--- config.mk ---
export PLATFORM = sky130hd
export DESIGN_NAME = stopwatch_display
export DESIGN_NICKNAME = d
export VERILOG_FILES = /design/src/rtl/stopwatch_display.sv
export SDC_FILE = /design/constraint.sdc
export NUM_CORES = 1
export LEC_CHECK = 0
export ABC_AREA = 1
export ABC_CLOCK_PERIOD_IN_PS = 7400
export BUFFER_PORTS_ARGS = -buffer_cell sky130_fd_sc_hd__clkbuf_2
export CORE_MARGIN = 4
export CORE_UTILIZATION = 50
export DETAILED_ROUTE_END_ITERATION = 7
export GPL_ROUTABILITY_DRIVEN = 1
export HOLD_SLACK_MARGIN = 0.02
export MAX_ROUTING_LAYER = met4
export PLACE_DENSITY = 0.64
export SYNTH_ARGS = -nofsm -noshare
export SYNTH_HDL_FRONTEND = slang
export SYNTH_SLANG_ARGS = --single-unit
--- constraint.sdc ---
create_clock -name clk -period 7.4 [get_ports clk]
set_input_delay 2.22 -clock clk [delete_from_list [all_inputs] [get_ports clk]]
set_output_delay 2.22 -clock clk [all_outputs]
set_load 0.01 [all_outputs]
--- src/rtl/stopwatch_display.sv ---
// Stopwatch display back-end: snapshots HH:MM:SS.cc each frame, converts each field to BCD with a
// sequential double-dabble engine, and scans eight common-anode 7-segment digits.
module stopwatch_display #(
    parameter int unsigned CLK_HZ  = 100_000_000,
    parameter int unsigned SCAN_HZ = 1000
) (
    input  logic       clk,
    input  logic       reset,
    input  logic [5:0] hours,
    input  logic [5:0] minutes,
    input  logic [5:0] seconds,
    input  logic [6:0] centis,
    input  logic       blank,
    output logic [7:0] an,
    output logic [6:0] seg,
    output logic       dp
);

    localparam int unsigned DIV = CLK_HZ / SCAN_HZ;
    localparam int unsigned CW  = (DIV > 1) ? $clog2(DIV) : 1;
    localparam logic [CW-1:0] CntMax = CW'(DIV - 1);
    localparam logic [3:0] DigDash = 4'hA;

    typedef enum logic [1:0] {StIdle, StLoad, StShift, StDone} state_e;

    logic [CW-1:0] cnt_q;
    logic [2:0]    idx_q;
    logic          pending_q;
    logic          tick, frame_start;

    logic [5:0] snap_h_q, snap_m_q, snap_s_q;
    logic [6:0] snap_c_q;
    logic       snap_load;

    state_e     state_q, state_d;
    logic [1:0] field_q, field_d;
    logic [2:0] shcnt_q, shcnt_d;
    logic [6:0] bin_q, bin_d;
    logic [7:0] bcd_q, bcd_d;
    logic [3:0] stage_q [8];
    logic [3:0] stage_d [8];
    logic [3:0] digit_q [8];
    logic [3:0] digit_d [8];

    logic [6:0] fld;
    logic [7:0] adj;
    logic [7:0] bcd_sh;
    logic [6:0] bin_sh;

    logic [7:0] an_d;
    logic [6:0] seg_d;
    logic       dp_d;
    logic [3:0] cur;

    assign tick        = (cnt_q == CntMax);
    assign frame_start = pending_q | (tick & (idx_q == 3'd7));

    always_comb begin
        unique case (field_q)
            2'd0:    fld = snap_c_q;
            2'd1:    fld = {1'b0, snap_s_q};
            2'd2:    fld = {1'b0, snap_m_q};
            default: fld = {1'b0, snap_h_q};
        endcase
    end

    // Add-3 correction on each BCD nibble, then shift {bcd, bin} left by one.
    always_comb begin
        adj[3:0] = (bcd_q[3:0] >= 4'd5) ? bcd_q[3:0] + 4'd3 : bcd_q[3:0];
        adj[7:4] = (bcd_q[7:4] >= 4'd5) ? bcd_q[7:4] + 4'd3 : bcd_q[7:4];
        bcd_sh   = {adj[6:0], bin_q[6]};
        bin_sh   = {bin_q[5:0], 1'b0};
    end

    always_comb begin
        state_d   = state_q;
        field_d   = field_q;
        shcnt_d   = shcnt_q;
        bin_d     = bin_q;
        bcd_d     = bcd_q;
        stage_d   = stage_q;
        digit_d   = digit_q;
        snap_load = 1'b0;
        unique case (state_q)
            StIdle: begin
                if (frame_start) begin
                    snap_load = 1'b1;
                    field_d   = 2'd0;
                    state_d   = StLoad;
                end
            end
            StLoad: begin
                bin_d   = fld;
                bcd_d   = 8'd0;
                shcnt_d = 3'd0;
                state_d = StShift;
            end
            StShift: begin
                bin_d   = bin_sh;
                bcd_d   = bcd_sh;
                shcnt_d = shcnt_q + 3'd1;
                if (shcnt_q == 3'd6) begin
                    if (fld > 7'd99) begin
                        stage_d[{field_q, 1'b0}] = DigDash;
                        stage_d[{field_q, 1'b1}] = DigDash;
                    end else begin
                        stage_d[{field_q, 1'b0}] = bcd_sh[3:0];
                        stage_d[{field_q, 1'b1}] = bcd_sh[7:4];
                    end
                    if (field_q == 2'd3) begin
                        state_d = StDone;
                    end else begin
                        field_d = field_q + 2'd1;
                        state_d = StLoad;
                    end
                end
            end
            default: begin
                digit_d = stage_q;
                state_d = StIdle;
            end
        endcase
    end

    always_comb begin
        cur = digit_q[idx_q];
        unique case (cur)
            4'd0:    seg_d = 7'h40;
            4'd1:    seg_d = 7'h79;
            4'd2:    seg_d = 7'h24;
            4'd3:    seg_d = 7'h30;
            4'd4:    seg_d = 7'h19;
            4'd5:    seg_d = 7'h12;
            4'd6:    seg_d = 7'h02;
            4'd7:    seg_d = 7'h78;
            4'd8:    seg_d = 7'h00;
            4'd9:    seg_d = 7'h10;
            DigDash: seg_d = 7'h3F;
            default: seg_d = 7'h7F;
        endcase
        // Hours tens is the only leading zero suppressed.
        if ((idx_q == 3'd7) && (cur == 4'd0)) begin
            seg_d = 7'h7F;
        end
        an_d = blank ? 8'hFF : ~(8'h01 << idx_q);
        dp_d = blank ? 1'b1 : ~((idx_q == 3'd2) | (idx_q == 3'd4) | (idx_q == 3'd6));
    end

    always_ff @(posedge clk or posedge reset) begin
        if (reset) begin
            cnt_q     <= '0;
            idx_q     <= 3'd0;
            pending_q <= 1'b1;
            snap_h_q  <= 6'd0;
            snap_m_q  <= 6'd0;
            snap_s_q  <= 6'd0;
            snap_c_q  <= 7'd0;
            state_q   <= StIdle;
            field_q   <= 2'd0;
            shcnt_q   <= 3'd0;
            bin_q     <= 7'd0;
            bcd_q     <= 8'd0;
            for (int i = 0; i < 8; i++) begin
                stage_q[i] <= 4'd0;
                digit_q[i] <= 4'd0;
            end
            an        <= 8'hFF;
            seg       <= 7'h7F;
            dp        <= 1'b1;
        end else begin
            cnt_q     <= tick ? '0 : cnt_q + CW'(1);
            if (tick) begin
                idx_q <= idx_q + 3'd1;
            end
            pending_q <= 1'b0;
            if (snap_load) begin
                snap_h_q <= hours;
                snap_m_q <= minutes;
                snap_s_q <= seconds;
                snap_c_q <= centis;
            end
            state_q   <= state_d;
            field_q   <= field_d;
            shcnt_q   <= shcnt_d;
            bin_q     <= bin_d;
            bcd_q     <= bcd_d;
            stage_q   <= stage_d;
            digit_q   <= digit_d;
            an        <= an_d;
            seg       <= seg_d;
            dp        <= dp_d;
        end
    end

endmodule
# Word level (Yosys, flattened, before mapping)

Memory sizes are Yosys's and may differ from the RTL's.
Cells that the tools add are included.

Add/sub/neg operators: 6
Order comparisons: 8
Eq/ne operators: 14
Shift-type cells: 1
Mux-type cells: 30
Bitwise operators: 15
Reduce and logical (&&, ||, !) cells: 12

Operators by type and width:

| operator                                                    | count |
|---|---|
| bitwise mux 32 bit                                          | 2 |
| bitwise AND 16 bit                                          | 2 |
| 2-to-1 mux 32 bit                                           | 1 |
| inverter 16 bit                                             | 2 |
| OR 16 bit                                                   | 2 |
| demux 4 bit (select 3 bit)                                  | 2 |
| case mux 7 bit (3 select lines)                             | 1 |
| 2-to-1 mux 4 bit                                            | 5 |
| adder 17 x 1 -> 17 bit (second input constant)              | 1 |
| == test 17 bit (second input constant)                      | 1 |
| 2-to-1 mux 17 bit                                           | 1 |
| case mux 8 bit (2 select lines)                             | 1 |
| case mux 7 bit (2 select lines)                             | 1 |
| binary-select mux 4 bit (select 3 bit)                      | 1 |
| == test 3 bit (second input constant)                       | 4 |
| >= comparator 4 bit (second input constant)                 | 3 |
| 2-to-1 mux 2 bit                                            | 6 |
| inverter 3 -> 4 bit                                         | 3 |
| >= comparator 4 x 3 -> 1 bit (second input constant)        | 2 |
| less-than comparator 4 x 1 -> 1 bit (second input constant) | 2 |
| 2-to-1 mux 8 bit                                            | 1 |
| inverter 8 bit                                              | 1 |
| << shifter 1 x 3 -> 8 bit (first input constant)            | 1 |
| greater-than comparator 7 bit (second input constant)       | 1 |
| other kinds (24)                                            | 39 |

Register bits: 148
Memory bits (read-only): 112
Memories kept: 1

Memory list:

| memory           | depth | bits a word | rd ports | clocked after memory_dff | wr ports | line | source |
|---|---|---|---|---|---|---|---|
| (name not given) | 16    | 7           | 1        | 0                        | 0        | 127  | `unique case (cur)` |

# Longest topological paths before layout

Gate-level depths: netlist of the first run.

Depth in word-level cells: 9
Mapped depth: 14

# Worst setup path after synthesis of the first run

OpenSTA, ideal clock, no wires.

Kind: register -> output
Start point: register an[0]
End point: output an[0]
Data arrival time: 520 ps
Slack: 4660 ps
Stages on the path, launching flop included: 1
Buffers on the path: 0
Cell sequence: dfstp_2

RTL lines:

| item                   | line | source |
|---|---|---|
| from (decl)            | 14   | `output logic [7:0] an,` |
| from (signal assigned) | 189  | `an <= an_d;` |

No word-level cell between the ends.

# Final worst setup path of the first run

Start point: register an[4]
End point: output an[4]

No word-level cell between the ends.

==> results.cfg, run 1 <==
[drt]
vias_per_cell = 5.16
drcViolationCount = 0
drt_pass1_iterations = 5
drt_iter0_markers = 402
ant_nets = 0
wl_per_cell_um = 14.0
routed_wl_um = 15000
vias = 5521

[global_routing]
first_global_vias = 5465
grt_pass1_wl_um = 25900
grt_overflow = 0
grtUsageMet3_pct = 4.55
antenna_found_initial = 0
use_met2_pct = 31.6
busiest_layer = met2
grt_use_total_pct = 20.6
grt_max_degree = 95
grt_use_met1_pct = 26.8

[pwr]
max-vdd-ir-drop_v = 0.000209
comb_power_share_pct = 19.5
p_seq_share_pct = 40.7
power_frac_clock_pct = 39.8
power_switching_uw = 712
p_leak_nw = 4.13
power.density_nw_per_um2 = 300
p_int_mw = 1.69
fin_total_pwr_mw = 2.40
sw_frac_of_total_pct = 29.6

[synthesis]
ys_types = 35
syn-num-nets = 892
yosys-top-cells-area = dfrtp_1 46%, nand2_1 14%, dfstp_2 6.3%, nand3_1 6.0%, inv_1 5.5%
ys_warn_count = 0
synthesis.area_sq_um = 7050
synth_top_area_share_pct = 46.5
synth_seq_cells = 148
synth_top_cell_by_area = dfrtp_1
syn_area_per_cell_sq_um = 8.41
yosysSeqAreaShare_pct = 52.8
netlist_instances = 839

[floorplan]
boundaryPins = 44
die_h_um = 127
die-area_sq_um = 16100
die_w_um = 127
start_util_pct = 51.0
rows = 43
core_region_area_sq_um = 13800

[flow_run]
cap_violations = 0

[timing]
worstMarginPinSlew_ns = 0.822
fmax_mhz = 305
rsz0062_at_grt = no
hold_violations = 0
period_needed_ns = 3.28
setup_viol = 0
relSlewSlack_pct = 45.2
fin_ws_ns = 4.12
finalSetupTns_ns = 0
slew_violations = 0
finalCritPeriodShare_pct = 44.3
finClkSkew_ns = 0.0101

[cts]
cts_hold_buf = 0
cts_resized = 0
insertion_delay_ns = 0.42
clk_path_buf_depth = 2
path_clk_slew_ns = 0.06
numClockSinks = 148
cts_root_buf = clkbuf_16
h-tree-depth = 4
cts_made_buffers = 17
post_cts_buffers = 0
cts_tree = yes

[critical_path]
criticalPathCategory = register to primary output
crit_arrival_ns = 1.06
required_ns = 5.18
worst_path_dominant_cell_family = flip-flops
crit_chain = clkbuf_2
crit_buf_inv = 1
crit_path_end_kind = primary output
start_kind = register
cp_max_fo = 1
max_stage_delay_ns = 0.52
worst_path_max_delay_cell = dfstp_2

[finish]
mostFrequentLayoutCell = nand2_1
final_nets = 931
regArea_sq_um = 3720
area_growth_pct = 13.7
multiInputGateArea_sq_um = 2760
fillers = 1253
final_cell_mix = 262 x nand2_1, 131 x dfrtp_1, 102 x inv_1, 84 x nand3_1, 60 x o21ai_0
drive_above_1_share_pct = 12.9
insertedDiodeCount = 0

[placed_design]
io_buffers = 43
place_congestion = 0.849
dp_hpwl_um = 10300
place_ws_ns = 3.69

[min_path]
hp-class = register to register

[status]
outcome = finished clean
==> flip-flops by register name (all words and copies together) (netlist names), 6 cells and up <==
| signal | flops |
|---|---|
| an | 8 |
| bcd_q | 8 |
| bin_q | 7 |
| cnt_q | 17 |
| digit_q | 32 |
| seg | 7 |
| snap_c_q | 7 |
| snap_h_q | 6 |
| snap_m_q | 6 |
| snap_s_q | 6 |
| stage_q | 32 |
==> per-stage QoR <==
stage	utilization (%)	hold WS [ns]	instance area [sq um]	instances
4_1_cts	58.0	0.465	8020	1070
5_1_grt	58.0	0.492	8020	1070
3_3_place_gp	53.2	0.444	7360	1039
3_5_place_dp	53.2	0.459	7360	1039
2_1_floorplan	-	0.433	7050	839
6_report	58.0	0.460	8020	1070
==> power by group through the flow <==
stage,clock network [mW],logic [mW],registers [mW]
2_1_floorplan,0,0.370,0.973
3_3_place_gp,0,0.454,0.986
3_5_place_dp,0,0.467,0.989
4_1_cts,0.969,0.472,0.977
5_1_grt,1.01,0.546,0.988
6_report,0.956,0.468,0.978
==> layout make-up <==
cell class              instances  share of cell area (%)
inverters                     108                    5.15
clock inverters                 9                    2.17
clock buffers                  22                    6.04
well taps                     180                    2.81
flip-flops and latches        148                    46.5
multi-input cells             557                    34.4
repair buffers                 46                    2.96
==> cells in the mapped netlist, drive strengths merged <==
cell type,instances
a21oi,15
o221ai,3
nor4,3
or2,10
o21a,2
nor3,4
conb,1
a221oi,1
nand4,10
o211ai,5
o22ai,7
o21bai,1
dfstp,17
buf,14
xor2,12
o21ai,65
dfrtp,131
ha,25
clkbuf,12
nand3,85
nand3b,1
inv,108
nor2,38
nand2,269
==> metal layers <==
metal	routed length (um)	share of wire, %	vias to the layer above
met4	323	2.2	0
met2	7070	47	129
met1	7000	47	2620
met3	621	4.1	30
met5	0	0	-
li1	-	-	2742
==> logic make-up after synthesis <==
logic type | count (synthesis) | synth area share (%)
compound gates | 99 | 7.65
simple gates | 420 | 25.5
other cells | 1 | 0.0532
fa+ha+maj | 25 | 4.43
buf+inv | 134 | 8.05
xor+xnor | 12 | 1.49
flops | 148 | 52.8
==> final timing paths <==
path	start	end	slack (ns)	cells past startpoint
worst max-delay path	an[4]	an[4]	4.12	1
worst min-delay path	cnt_q[0]	cnt_q[0]	0.46	1
worst max register to register	idx_q[0]	snap_h_q[3]	4.88	6
worst min register to register	cnt_q[0]	cnt_q[0]	0.46	1
max in group asynchronous	reset	stage_q[3]	4.22	3
min in group asynchronous	reset	digit_q[24]	1.96	2
Power figures use the tool's default switching activity.
==> inputs of run 2 (changes only) <==
Settings changed: ABC_CLOCK_PERIOD_IN_PS 7400 to 3100.
Clock period 7.4 ns to 3.1 ns, I/O delays scaled along.
==> run 2 against run 1 <==
Against the previous run:
- cell area decreased by 0.20%
- via count decreased by 0.49%
- utilization decreased by 0.12 points
- non-clock buffer count increased by 2
- critical path type is now register to register
- critical endpoint is now snap_h_q[2]
- largest power group unchanged
- highest routed layer unchanged
==> results.cfg, run 2 (same netlist as run 1, synthesis figures left out) <==
[status]
outcome = finished clean

[critical_path]
r2r_slack_ns = 0.74
criticalPathCategory = register to register
max_stage_delay_ns = 0.79
r2r-end = snap_h_q[2]
required_ns = 3.41
crit_arrival_ns = 2.67
reg2reg_depth = 6
crit_buf_inv = 0
crit_path_end_kind = register
worst_path_max_delay_cell = dfrtp_1
start_kind = register
crit_chain = ha_1 > ha_1 > nand3_2 > nand2_4 > nand2_4 > o21a_1
cp_max_fo = 27
r2r_start = idx_q[0]
worst_path_dominant_cell_family = flip-flops

[finish]
drive_above_1_share_pct = 13.1
insertedDiodeCount = 0
postLayoutCellArea_sq_um = 8000
area_growth_pct = 13.5
mostFrequentLayoutCell = nand2_1
top_regs = digit_q (32), stage_q (32), cnt_q (17)
final_nets = 933
final_cell_mix = 262 x nand2_1, 131 x dfrtp_1, 102 x inv_1, 84 x nand3_1, 60 x o21ai_0

[cts]
numClockSinks = 148
cts_tree = yes
cts_hold_buf = 0
h-tree-depth = 4
path_clk_slew_ns = 0.06
cts_made_buffers = 17
cts_root_buf = clkbuf_16
post_cts_buffers = 0
clk_path_buf_depth = 2
cts_resized = 0
insertion_delay_ns = 0.42

[drt]
ant_nets = 0
vias_per_cell = 5.13
vias = 5494
drt_iter0_markers = 446
drt_pass1_iterations = 5
drcViolationCount = 0
routed_wl_um = 15100
wl_per_cell_um = 14.1

[timing]
hold_violations = 0
finClkSkew_ns = 0.0101
finalCritPeriodShare_pct = 76.2
worstMarginPinSlew_ns = 0.702
slew_violations = 0
finalSetupTns_ns = 0
hold-worst-slack_ns = 0.464
fmax_mhz = 423
rsz0062_at_grt = no
setup_viol = 0
relSlewSlack_pct = 53.2
period_needed_ns = 2.36

[floorplan]
boundaryPins = 44
die_w_um = 127
die-area_sq_um = 16100
rows = 43
die_h_um = 127
core_region_area_sq_um = 13800
start_util_pct = 51.0

[flow_run]
cap_violations = 0

[min_path]
hp-class = register to register
holdPathStages = 1
min_from = cnt_q[0]
holdPathEnd = cnt_q[0]

[pwr]
p_leak_nw = 4.12
power.density_nw_per_um2 = 699
max-vdd-ir-drop_v = 0.000626
fin_total_pwr_mw = 5.60

[placed_design]
placed_area_sq_um = 7390
io_buffers = 43
place_congestion = 0.860
dp_hpwl_um = 10700

[global_routing]
grt_use_total_pct = 20.8
first_global_vias = 5450
antenna_found_initial = 0
grt_overflow = 0
grt_pass1_wl_um = 26200
grt_max_degree = 87
## run 2: how the worst max path moves through the flow
| stage | end | startpoint | depth (start not counted) | slack (ns) |
|---|---|---|---|---|
| after floorplan | bcd_q[0] | reset | 1 | 0.32 |
| after global placement | snap_h_q[3] | idx_q[0] | 6 | 0.84 |
| after detailed placement | snap_h_q[2] | idx_q[0] | 6 | 0.75 |
| after CTS | snap_h_q[2] | idx_q[0] | 6 | 0.74 |
| after global routing | seg[6] | idx_q[0] | 11 | 0.57 |
| final | snap_h_q[2] | idx_q[0] | 6 | 0.74 |
## run 2: final cells by class
cell class	instances	area, sq um
Multi-Input combinational cell	557	2760
Sequential cell	148	3720
Tap cell	180	225
Timing Repair Buffer	48	265
Inverter	108	412
Fill cell	1207	5820
Clock inverter	10	155
Clock buffer	21	460
## run 2: layer usage
layer / global-route usage [%] / vias to the layer above / wire length, um
met4: 7.32 / 0 / 314
met1: 27.0 / 2644 / 6890
met5: - / - / 0
met3: 4.72 / 24 / 585
met2: 32.4 / 96 / 7320
li1: - / 2730 / -
## run 2: where the power goes
group / total [mW] / internal [mW] / switching (mW) / leakage, nW
Sequential: 2.34 / 2.19 / 0.148 / 1.93
Combinational: 1.12 / 0.344 / 0.779 / 1.89
Clock: 2.13 / 1.38 / 0.756 / 0.299
Total: 5.60 / 3.91 / 1.68 / 4.12
## run 2: through the flow
step	setup WS, ns	util (%)	std cells
2_1_floorplan	0.323	-	839
3_3_place_gp	0.839	53.4	1041
3_5_place_dp	0.750	53.4	1041
4_1_cts	0.742	57.9	1072
5_1_grt	0.566	57.9	1072
6_report	0.738	57.9	1072
